File: src/rtl/pixel_frame_writer.sv
// Packs an RGB pixel stream into a little-endian BMP byte stream (B,G,R order),
// buffers 32-bit words in a small FIFO, and flags the last word of every frame.
module pixel_frame_writer #(
  parameter int IMG_WIDTH  = 512,
  parameter int IMG_HEIGHT = 512,
  parameter int FIFO_DEPTH = 8
) (
  input  logic        clk,
  input  logic        rst,
  input  logic [7:0]  J_R,
  input  logic [7:0]  J_G,
  input  logic [7:0]  J_B,
  input  logic        output_valid,
  output logic        pix_ready,
  output logic [31:0] wr_data,
  output logic        wr_valid,
  input  logic        wr_ready,
  output logic        frame_done,
  output logic        drop_err
);

  localparam int AW          = $clog2(FIFO_DEPTH);
  localparam int CW          = (IMG_WIDTH > 1) ? $clog2(IMG_WIDTH) : 1;
  localparam int RW          = (IMG_HEIGHT > 1) ? $clog2(IMG_HEIGHT) : 1;
  localparam int FRAME_WORDS = IMG_WIDTH * IMG_HEIGHT * 3 / 4;
  localparam int WW          = (FRAME_WORDS > 1) ? $clog2(FRAME_WORDS) : 1;

  localparam logic [AW:0]   FULL      = (AW + 1)'(FIFO_DEPTH);
  localparam logic [CW-1:0] COL_LAST  = CW'(IMG_WIDTH - 1);
  localparam logic [RW-1:0] ROW_LAST  = RW'(IMG_HEIGHT - 1);
  localparam logic [WW-1:0] WORD_LAST = WW'(FRAME_WORDS - 1);

  logic [1:0]    phase_q, phase_d;
  logic [23:0]   acc_q, acc_d;
  logic [CW-1:0] col_q, col_d;
  logic [RW-1:0] row_q, row_d;
  logic [WW-1:0] word_cnt_q, word_cnt_d;
  logic [AW-1:0] wr_ptr_q, wr_ptr_d, rd_ptr_q, rd_ptr_d;
  logic [AW:0]   count_q, count_d;
  logic          pix_ready_q, pix_ready_d;
  logic          drop_err_q, drop_err_d;
  logic [31:0]   mem_q [FIFO_DEPTH];

  logic          accept, push, pop;
  logic [31:0]   push_word;

  // Byte packer: the accumulator holds the bytes not yet forming a full word.
  always_comb begin
    // NOTE: every combinational output gets a default first so no latch is inferred.
    phase_d   = phase_q;
    acc_d     = acc_q;
    push      = 1'b0;
    push_word = '0;
    accept    = output_valid && pix_ready_q;
    if (accept) begin
      phase_d = phase_q + 2'd1;
      case (phase_q)
        2'd0: acc_d = {J_R, J_G, J_B};
        2'd1: begin
          push_word = {J_B, acc_q};
          acc_d     = {8'h00, J_R, J_G};
          push      = 1'b1;
        end
        2'd2: begin
          push_word = {J_G, J_B, acc_q[15:0]};
          acc_d     = {16'h0000, J_R};
          push      = 1'b1;
        end
        default: begin
          push_word = {J_R, J_G, J_B, acc_q[7:0]};
          acc_d     = '0;
          push      = 1'b1;
        end
      endcase
    end
  end

  always_comb begin
    wr_valid   = (count_q != '0);
    pop        = wr_valid && wr_ready;
    wr_ptr_d   = push ? wr_ptr_q + AW'(1) : wr_ptr_q;
    rd_ptr_d   = pop  ? rd_ptr_q + AW'(1) : rd_ptr_q;
    count_d    = count_q;
    case ({push, pop})
      2'b10:   count_d = count_q + (AW + 1)'(1);
      2'b01:   count_d = count_q - (AW + 1)'(1);
      default: count_d = count_q;
    endcase
    // Readiness reflects occupancy after this edge, never the same-cycle pop.
    pix_ready_d = (count_d != FULL);
    drop_err_d  = drop_err_q || (output_valid && !pix_ready_q);

    col_d = col_q;
    row_d = row_q;
    if (accept) begin
      if (col_q == COL_LAST) begin
        col_d = '0;
        row_d = (row_q == ROW_LAST) ? '0 : row_q + RW'(1);
      end else begin
        col_d = col_q + CW'(1);
      end
    end

    word_cnt_d = word_cnt_q;
    if (pop) word_cnt_d = (word_cnt_q == WORD_LAST) ? '0 : word_cnt_q + WW'(1);
  end

  assign pix_ready  = pix_ready_q;
  assign drop_err   = drop_err_q;
  assign wr_data    = mem_q[rd_ptr_q];
  assign frame_done = pop && (word_cnt_q == WORD_LAST);

  always_ff @(posedge clk or negedge rst) begin
    if (!rst) begin
      phase_q     <= '0;
      acc_q       <= '0;
      col_q       <= '0;
      row_q       <= '0;
      word_cnt_q  <= '0;
      wr_ptr_q    <= '0;
      rd_ptr_q    <= '0;
      count_q     <= '0;
      pix_ready_q <= 1'b0;
      drop_err_q  <= 1'b0;
      // NOTE: the buffer is reset so wr_data reads zero out of reset; this costs
      // a reset on each storage flop and rules out a RAM macro here.
      for (int i = 0; i < FIFO_DEPTH; i++) mem_q[i] <= '0;
    end else begin
      // NOTE: sequential state uses non-blocking assignments only.
      phase_q     <= phase_d;
      acc_q       <= acc_d;
      col_q       <= col_d;
      row_q       <= row_d;
      word_cnt_q  <= word_cnt_d;
      wr_ptr_q    <= wr_ptr_d;
      rd_ptr_q    <= rd_ptr_d;
      count_q     <= count_d;
      pix_ready_q <= pix_ready_d;
      drop_err_q  <= drop_err_d;
      if (push) mem_q[wr_ptr_q] <= push_word;
    end
  end

endmodule
File: config.mk
export PLATFORM = sky130hd
export DESIGN_NAME = pixel_frame_writer
export DESIGN_NICKNAME = d
export VERILOG_FILES = /design/src/rtl/pixel_frame_writer.sv
export SDC_FILE = /design/constraint.sdc
export NUM_CORES = 1
export LEC_CHECK = 0
export CAP_MARGIN = 5
export CORE_MARGIN = 2
export CORE_UTILIZATION = 60
export CTS_BUF_LIST = sky130_fd_sc_hd__clkbuf_16
export CTS_CLUSTER_DIAMETER = 100
export DETAILED_ROUTE_END_ITERATION = 8
export PLACE_DENSITY_LB_ADDON = 0.08
export SLEW_MARGIN = 20
export SYNTH_ARGS = -nofsm -noshare
export SYNTH_HDL_FRONTEND = slang
export SYNTH_SLANG_ARGS = --single-unit
File: constraint.sdc
create_clock -name clk -period 5.3 [get_ports clk]
set_input_delay 1.06 -clock clk [delete_from_list [all_inputs] [get_ports clk]]
set_output_delay 1.06 -clock clk [all_outputs]
set_load 0.02 [all_outputs]
=== Yosys cells after proc, flatten, opt, wreduce, memory -nomap -nowiden ===
Cells that the tools add are included.

* Flip-flop bits (word level): 312
* Bits in latches: 0
* RAM bits: 0
* Memory bits (read-only): 0
* Input bits: 28
* Output and inout port bits: 36
* Memories kept: 0

* Add/subtract/negate cells: 6
* $mul: 0
* Divide/modulo/power cells: 0
* Magnitude comparators: 3
* Eq/ne operators: 6
* Shift-type cells: 0
* Multiplexer cells: 13
* Bitwise logic cells: 2
* Reduce and logical (&&, ||, !) cells: 9

{| class="wikitable"
|+ Operators by type and width
! operator !! count
|-
| $bwmux 256 || 1
|-
| $mux 32 || 4
|-
| $bmux 32 s3 || 1
|-
| $demux 32 s3 || 1
|-
| $pmux 32 s3 || 1
|-
| $pmux 24 s3 || 1
|-
| $add 18x1->18 const B || 1
|-
| $eq 18x18->1 const B || 1
|-
| $mux 18 || 1
|-
| $ge 4x4->1 const B || 2
|-
| $not 3->4 || 2
|-
| $pmux 4 s2 || 1
|-
| $add 3x1->3 const B || 2
|-
| $logic_and 1x1->1 || 5
|-
| $add 4x1->4 const B || 1
|-
| $eq 2x1->1 const B || 2
|-
| $eq 2x2->1 const B || 2
|-
| $lt 4x1->1 const B || 1
|-
| $ne 4x4->1 const B || 1
|-
| $reduce_bool 4->1 || 1
|-
| $sub 4x1->4 const B || 1
|-
| $add 2x1->2 const B || 1
|-
| $logic_not 2->1 || 1
|-
| $mux 1 || 2
|-
| 2 further kinds || 2
|}

=== Longest topological paths before layout ===
* Depth in word-level cells: 6
* Mapped depth: 14

=== Least setup slack after synthesis ===
No wires, ideal clock.

* Path kind: input to output
* From: input port wr_ready
* To: output port frame_done
* Arrival: 1.811 ns
* Required time: 4.240 ns
* Path slack: 2.429 ns
* Stages: 6
* Buffers on the path: 1
* Path through: o41ai_2 -> inv_2 -> buf_6 -> nand4_1 -> or2_1 -> inv_1

* Longest elaborated chain between the ends: 2

{| class="wikitable"
|+ RTL lines
! item !! RTL line !! RTL
|-
| start, declared || 17 || <nowiki>input logic wr_ready,</nowiki>
|-
| $logic_and 1x1->1 || 80 || <nowiki>pop = wr_valid && wr_ready;</nowiki>
|-
| via pop || 44 || <nowiki>logic accept, push, pop;</nowiki>
|-
| $logic_and 1x1->1 || 111 || <nowiki>assign frame_done = pop && (word_cnt_q == WORD_LAST);</nowiki>
|-
| end, declared || 18 || <nowiki>output logic frame_done,</nowiki>
|}

The timed path passes the listed nets, and every way through them passes these cells.

=== Worst setup path in the final report ===
* From: input port wr_ready
* To: output port frame_done

* Longest elaborated chain between the ends: 2

{| class="wikitable"
|+ RTL lines
! item !! RTL line
|-
| $logic_and 1x1->1 || 80
|-
| $logic_and 1x1->1 || 111
|}

Every way passes these cells.

==> run_results.csv <==
group,metric,value,unit
sta,setup_tns,0,ps
die,fp.dieW,157.3,µm
synth,syn_inst,1315,
die,die-area,24740,µm²
synth,syn_area,14100,µm²
detailed_routing,post_drt_wl_per_cell,19.50,µm
power,power_density,585.5,nW/µm²
layout,drive_above_1_share,13.42,%
die,die_y,157.3,µm
synth,synth_enable_flop_cells,0,
sta,period_needed,4084,ps
cts,cts_resized,0,
global_routing,grt_usage,28.20,%
die,ios,64,
cts,cts_buffer_depth,3,
layout,num-fill-cells,1765,
synth,synth_cell_types,50,
cts,h-tree-depth,2,
sta,slew_violations,0,
critical_path,critPathKind,"input port to output pin",
cts,cts_buffers,34,
critical_path,crit_arrival,3020,ps
layout,fin_nets,1377,
place,numPortBuffers,63,
power,ir_worst_vdd,0.0003682,V
sta,fin_skew,9.491,ps
global_routing,grt_pass1_wl,53680,µm
power,power.total,9381,µW
detailed_routing,ant_nets,0,
global_routing,grt_pass1_vias,10048,
die,core,23260,µm²
global_routing,antenna_found_initial,0,
sta,finalSetupViolCount,0,
global_routing,grt_max_degree,123,
synth,synth_fp_nets,1353,
synth,ys_ff_latch,312,
cts,clock_sinks,312,
sta,rsz0062_at_grt,"false",
layout,syn2layout_area_growth,13.67,%
run_status,status,"finished clean",
synth,ys_seq_area_share,55.38,%
place,hpwl,19310,µm
critical_path,start_kind,"input port",
sta,max_slew_margin,25.05,%
sta,period_share,77.06,%
detailed_routing,via_per_inst,5.903,
critical_path,end_kind,"output pin",
cts,cts_tree,"built",
sta,hold_viol,0,
sta,holdWs,456.3,ps
synth,ys_async_sr_fraction,100.0,%
synth,yosysWarnings,0,
cts,post_cts.repair.setup_buffers,0,
cts,clkTransAtPathRegs,60,ps
critical_path,cp.required,4240,ps
place,place.gp.congestion,0.8114,
global_routing,overflow,0,
power,leakagePower,0.006914,µW
die,start_util,60.60,%
detailed_routing,first_pass_iters,7,
synth,synthFlopType,"dfrtp_1",
cts,insertion_delay,500,ps
layout,antenna_cells,0,
synth,syn_avg_cell_area,10.72,µm²
detailed_routing,via_count,9935,
sta,max_freq,244.8,MHz
cts,cts_hold_buffers,0,
cts,cts_root_buffer,"clkbuf_16",
detailed_routing,drt_iter0_markers,943,
run,cap_violations,0,
detailed_routing,wl,32820,µm
detailed_routing,remaining_drc_errors,0,
die,rows,56,
worst_hold_path,hp-class,"flip-flop to flip-flop",
sta,tightest_slew,1124,ps
critical_path,critPathMaxFanout,12,
## cells in the mapped netlist (3+ instances only)
library cell | n | area share [%]
mux4_2 | 64 | 10
buf_1 | 10 | 0.27
nand2_1 | 354 | 9.4
nor2_1 | 6 | 0.16
dfrtp_1 | 312 | 55
mux2_2 | 41 | 3.3
o21ai_0 | 38 | 1.3
o21ai_1 | 268 | 9.5
and4_1 | 4 | 0.25
nand2b_1 | 3 | 0.13
and2_1 | 3 | 0.13
clkbuf_1 | 53 | 1.4
nand4_1 | 3 | 0.13
nand3_1 | 7 | 0.25
mux2i_1 | 3 | 0.21
nor2b_1 | 4 | 0.18
buf_2 | 28 | 0.99
and3_1 | 6 | 0.27
xor2_1 | 5 | 0.31
a21oi_1 | 4 | 0.14
ha_1 | 10 | 0.89
a22oi_1 | 24 | 1.3
xnor2_1 | 11 | 0.68
a222oi_1 | 8 | 0.57
or3_1 | 3 | 0.13
inv_1 | 8 | 0.21
## cells by family after synthesis
family                   after synthesis  synth area share, %
multiplexers                         110                13.87
XOR/XNOR                              16               0.9940
AO/OA/AOI/OAI                        354                13.57
buffers and inverters                102                3.071
flip-flops                           312                55.38
AND/OR/NAND/NOR                      411                12.22
adder cells (fa/ha/maj)               10               0.8875
## per-stage QoR
stage / setup slack [ps] / area [µm²] / util [%] / cells
final: 1216 / 16020 / 68.88 / 1683
after global routing: 996.6 / 16020 / 68.88 / 1683
after CTS: 1197 / 16020 / 68.88 / 1683
after detailed placement: 1214 / 14950 / 64.25 / 1622
after floorplan: 2429 / 14100 / - / 1315
after global placement: 1230 / 14950 / 64.25 / 1622
## layout make-up
cell class / instances / area, µm² / share of cell area, %
sequential: 312 / 7814 / 48.76
multi-input combinational: 901 / 5879 / 36.69
clock buffer: 37 / 925.9 / 5.778
timing repair buffer: 81 / 820.8 / 5.122
tap: 319 / 399.1 / 2.491
clock inverter: 24 / 151.4 / 0.9448
inverter: 9 / 33.78 / 0.2108
## state kept, by name, summed over array words and instances, names as in the netlist
name,flops
mem_q,256
acc_q,24
word_cnt_q,18
count_q,4
rd_ptr_q,3
wr_ptr_q,3
phase_q,2
drop_err,1
pix_ready,1
## path summary, 6_finish.rpt
kind	start	to	slack, ps	depth (start not counted)
max in group asynchronous	rst	mem_q[221]	3540	2
max reg2reg	phase_q[0]	pix_ready	1900	11
min in group asynchronous	rst	mem_q[100]	570	1
min	drop_err	drop_err	460	1
max	wr_ready	frame_done	1220	7
min reg2reg	drop_err	drop_err	460	1
## metal layers
metal	share of wire, %	vias to the layer above	track usage (%)
met1	42	4892	38.72
li1	-	4718	-
met5	0	-	0
met4	3.6	0	10.13
met3	4.6	73	4.130
met2	49	252	46.48
## critical path, cell delays in order
cell and delay (ps):
clkdlybuf4s50_1 470, o41ai_2 170, inv_2 220, nand4_1 130, or2_1 270, inv_1 90
clkdlybuf4s50_1 600
## layout by cell type, fill, tap and decap left out, types with 4 or more instances in the layout
master and instances:
xor2_1 5, xnor2_1 11, and4_1 4, mux4_2 64
and3_1 6, clkdlybuf4s50_1 62, ha_1 10, a21oi_1 4
buf_12 4, clkinv_1 6, o21ai_0 38, nor2_1 6
buf_4 14, a222oi_1 8, dfrtp_1 309, mux2_2 41
clkbuf_16 37, inv_1 17, nand2_1 354, o21ai_1 268
a22oi_1 24, nand3_1 6, nor2b_1 4, clkinv_2 7
## power by group
| group | internal [µW] | switching [µW] |
|---|---|---|
| Clock | 1350 | 926 |
| Combinational | 1470 | 1950 |
| Sequential | 3160 | 530 |
(Power assumes the default switching activity.)
==> RTL change 1 (same settings) <==
The parameter `FIFO_DEPTH` goes from 8 to 16.
--- a/src/rtl/pixel_frame_writer.sv
+++ b/src/rtl/pixel_frame_writer.sv
@@ -3,7 +3,7 @@
 module pixel_frame_writer #(
   parameter int IMG_WIDTH  = 512,
   parameter int IMG_HEIGHT = 512,
-  parameter int FIFO_DEPTH = 8
+  parameter int FIFO_DEPTH = 16
 ) (
   input  logic        clk,
   input  logic        rst,
Formal check against the unedited RTL: no difference found for any inputs over 4 cycles, from zero or initial values and one cycle with rst low; that may be too few to reach the edited logic, so the function may still have changed.
==> RTL change 1 against the original RTL <==
- first-iteration DRC count increased by 68%
- synthesized cell count increased by 74%
- sequential cell count increased by 259
- largest power group unchanged
- setup slack got worse by 570 ps
- area after synthesis increased by 78%
- total power increased by 72%
- routed wire length increased by 90%
- via count increased by 76%
- design area increased by 75%
- critical endpoint is now wr_data[15]
==> RTL change 1: results (changes against the original RTL) <==
Run status
  • Run status: complete, no violations

Setup path
  • Internal reg-to-reg setup slack: 1580 ps (-320 ps)
  • Worst-path cell with the longest stage delay: dfrtp_4
  • Data arrival time of the critical path: 3600 ps (+580 ps)
  • Largest delay share family, worst path: multiplexers
  • Capture point of the critical path: wr_data[15]
  • Source of the critical timing path: rd_ptr_q[0]

Pwr
  • Worst-case vdd ir drop: 0.000404 V (+9.6%)
  • P_leak: 12.1 nW (+74%)

Placed design
  • Post-DP Area: 0.0262 mm2 (+75%)

Route
  • Total length of routed met2 wires: 29.8 mm (+84%)
  • Vias after detailed routing: 17500 (+76%)
  • Count of TritonRoute iterations in the first routing pass: 6 (-1)
  • Detailed Route Iter0 Violations: 1582 (+68%)

Synth
  • Post-Synth Adder-Cell Area: 0.777% (-0.11 points)
  • Xor/xnor share of the synthesized area: 0.557% (-0.44 points)
  • Mux contribution to synthesized area: 14.8% (+0.95 points)
  • Sequential fraction of the synthesis area: 56.8% (+1.5 points)

Global route
  • First-pass GRT wire length: 101 mm (+89%)
  • Via count of the first global-routing pass: 17800 (+77%)

STA
  • Final worst clock skew: 12.6 ps (+3.11 ps)

Finish
  • Non-filler instance count after layout: 2829 (+68%)
  • Registers with the most flip-flops: mem_q (512), acc_q (24), word_cnt_q (18)

CTS
  • Number of buffers created by CTS: 57 (+68%)
  • Clock network latency to the later pin of the worst-skew pair: 610 ps (+110 ps)
-- RTL change 1: changes by cell type after synthesis, sizes merged, moves of 8 or more --
| cell | before | now |
|---|---|---|
| nand3 | 9 | 21 |
| dfrtp | 312 | 571 |
| mux4 | 64 | 160 |
| nand2 | 354 | 611 |
| mux2 | 43 | 10 |
| o21ai | 306 | 563 |
| nand4 | 4 | 12 |
| clkbuf | 53 | 164 |
-- RTL change 1: cell type report --
type                       count  area, um2
sequential                   571      14300
clock buffer                  59       1480
clock inverter                44        313
multi-input combinational   1502      10100
timing repair buffer         110       1090
inverter                      11       41.3
tap                          532        666
fill                        3127      13100
-- RTL change 1: per-stage QoR --
stage,setup WS (ps),hold slack (ps)
global route,460,496
CTS,560,471
floorplan,1970,445
detailed placement,1170,450
global placement,1210,445
finish,644,468
-- RTL change 1: power by group --
group	total [mW]	internal (mW)	leakage, nW	switching, mW
sequential	6.90	5.84	7.79	1.06
clock	3.92	2.23	0.923	1.69
combinational	5.34	2.37	3.34	2.97
total	16.2	10.4	12.1	5.71
==> RTL change 2 (same flow settings) <==
Without the edit above. One comparison of `word_cnt_q` changes from == to >=.
--- a/src/rtl/pixel_frame_writer.sv
+++ b/src/rtl/pixel_frame_writer.sv
@@ -102,7 +102,7 @@
     end
 
     word_cnt_d = word_cnt_q;
-    if (pop) word_cnt_d = (word_cnt_q == WORD_LAST) ? '0 : word_cnt_q + WW'(1);
+    if (pop) word_cnt_d = (word_cnt_q >= WORD_LAST) ? '0 : word_cnt_q + WW'(1);
   end
 
   assign pix_ready  = pix_ready_q;
Behaviour: same outputs for any inputs over 4 cycles, from zero or initial values and one cycle with rst low; that may be too few to reach the edited logic, so the function may still have changed.
==> RTL change 2 against the original RTL <==
- sequential cell count is the same
- routed wire length shrank 2.1%
- sequential power grew 2%
- maximum frequency shrank 0.16%
- design area shrank 0.72%
- global-route usage shrank 0.67 points
- critical endpoint unchanged
- cell count grew 0.36%
- critical path depth shrank 2
- worst hold slack gained 15 ps
- area after synthesis shrank 0.31%
- first-iteration DRC count shrank 8.2%
- clock power shrank 7%
- total power shrank 3.2%
- setup slack lost 6.6 ps
==> RTL change 2: results (changes against the original RTL) <==
Run status
  • Run status: complete, no violations

Setup path
  • Slowest Stage Delay on Critical Path: between 600 and 700 ps
  • Data arrival time of the critical path: 3030 ps (about the same)
  • Worst-path cell with the longest stage delay: clkdlybuf4s50_1
  • Maximum fanout along the worst path: 2 (-10)

CTS
  • Clock Root Buffer: clkbuf_16
  • Clock network latency to the later pin of the worst-skew pair: 500 ps (about the same)
  • Resized Gates After CTS: 0 (unchanged)
  • H-Tree Level Count: 2 (unchanged)
  • Clock transition at the register clock pins on the worst setup and hold paths after CTS: 60 ps (about the same)
  • Hold-fix buffers at CTS: 0 (unchanged)
  • Number of buffers created by CTS: 34 (unchanged)
  • Post-CTS setup-driven buffer insertion count: 0 (unchanged)
  • Number of buffers on the longest clock path: 3 (unchanged)

Synth
  • Top cell types by occurrence after synthesis: nand2_1 (353), dfrtp_1 (312), o21ai_0 (299)
  • Sequential fraction of the synthesis area: 55.6% (+0.17 points)
  • YS warnings: 0 (unchanged)
  • Xor/xnor share of the synthesized area: 1.12% (+0.13 points)
  • Cell types with the largest area share after synthesis: dfrtp_1 (56%), o21ai_0 (11%), mux4_2 (10%)
  • Proportion of register bits with asynchronous set or reset after synthesis: 100% (unchanged)
  • Count of unique library cells instantiated by Yosys: 41 (-18%)
  • Post-Synth Adder-Cell Area: 0.890% (+0.0028 points)
  • Mux contribution to synthesized area: 13.7% (-0.18 points)
  • Compound-Gate Fraction of Synth Area: 13.6% (+0.060 points)

STA
  • Final worst clock skew: 13.2 ps (+3.75 ps)
  • Slew headroom: 27.6% (+2.5 points)

Route
  • Count of TritonRoute iterations in the first routing pass: 6 (-1)
  • Routed via count divided by cell count: 5.83 (-1.2%)
  • Final wirelength: 32.1 mm (-2.1%)
  • Detailed Route Iter0 Violations: 866 (-8.2%)

Global route
  • Via count of the first global-routing pass: 9672 (-3.7%)
  • First-pass GRT wire length: 52.4 mm (-2.4%)
  • Global-route usage over all layers: 27.5% (-0.67 points)
  • Number of antenna violations at the first check in global routing: 0 (unchanged)
  • Largest net degree at the start of global routing: 118 (-4.1%)

Finish
  • Registers with the most flip-flops: mem_q (256), acc_q (24), word_cnt_q (18)
  • Layout net count: 1387 (+0.73%)
  • Share of layout cells above drive strength 1: 13.2% (-0.20 points)
  • Layout Cell Area excl Fill: 0.0159 mm2 (-0.72%)
  • Count of filler cells inserted in the layout: 1834 (+3.9%)
  • Inserted Diodes: 0 (unchanged)

Placed design
  • I/O Buffers: 63 (unchanged)
  • Post-DP Area: 0.0149 mm2 (about the same)
  • Final RePlAce weighted congestion: 0.841 (+3.6%)
  • Detailed placer's ending HPWL: 19.3 mm (-0.25%)

Min path
  • Worst hold path type: reg2reg

Pwr
  • P_leak: 6.89 nW (-0.32%)
  • Worst-case vdd ir drop: 0.000356 V (-3.4%)
[RTL change 2: cell types whose count changed in the layout (fill, tap and decap cells not counted), sizes merged, moves of 3 or more]
cell,change
a21oi,+7
and3,-4
and4,-3
buf,+3
clkinv,-5
inv,+7
nor2,+10
nor4,+3
or4,+4
[RTL change 2: per-stage QoR]
stage / setup WS (ps) / std cells
CTS: 1170 / 1689
finish: 1210 / 1689
global placement: 1260 / 1632
floorplan: 2340 / 1322
global route: 1100 / 1689
detailed placement: 1210 / 1632
[RTL change 2: metal layers]
metal | GRT usage (%) | routed length (um)
met1 | 40.2 | 14500
met2 | 42.8 | 14900
met3 | 5.29 | 2010
met4 | 7.88 | 773
met5 | 0 | 0
[RTL change 2: cells by family after synthesis]
kind of cell    after synthesis
xor+xnor                     18
flops                       312
compound gates              353
mux                         107
buf+inv                     104
simple gates                418
fa+ha+maj                    10
[RTL change 2: worst max-delay path, delay by kind of cell]
family	cells	cell delay (ps)
buffers and inverters	2	1120
AOI/OAI and AO/OA	1	100
and+or+nand+nor	2	750
[RTL change 2: path summary, 6_finish.rpt]
check	start	endpoint	slack [ps]	cells past startpoint
setup / recovery	wr_ready	frame_done	1210	5
hold / removal	mem_q[137]	mem_q[137]	470	2
setup reg to reg	phase_q[0]	pix_ready	2230	12
hold reg to reg	mem_q[137]	mem_q[137]	470	2
max in group asynchronous	rst	mem_q[185]	3540	2
min in group asynchronous	rst	mem_q[106]	630	1
[RTL change 2: report_power, final]
part | leakage (nW) | internal [mW] | switching (mW)
logic | 2.14 | 1.42 | 1.79
clock network | 0.530 | 1.19 | 0.912
registers | 4.22 | 3.17 | 0.602
[RTL change 2: area by class of cell]
class / count / area share (%)
Timing Repair Buffer: 84 / 5.22
Sequential cell: 312 / 49.1
Tap cell: 319 / 2.51
Multi-Input combinational cell: 906 / 36.8
Clock inverter: 22 / 0.613
Clock buffer: 35 / 5.51
Inverter: 11 / 0.260
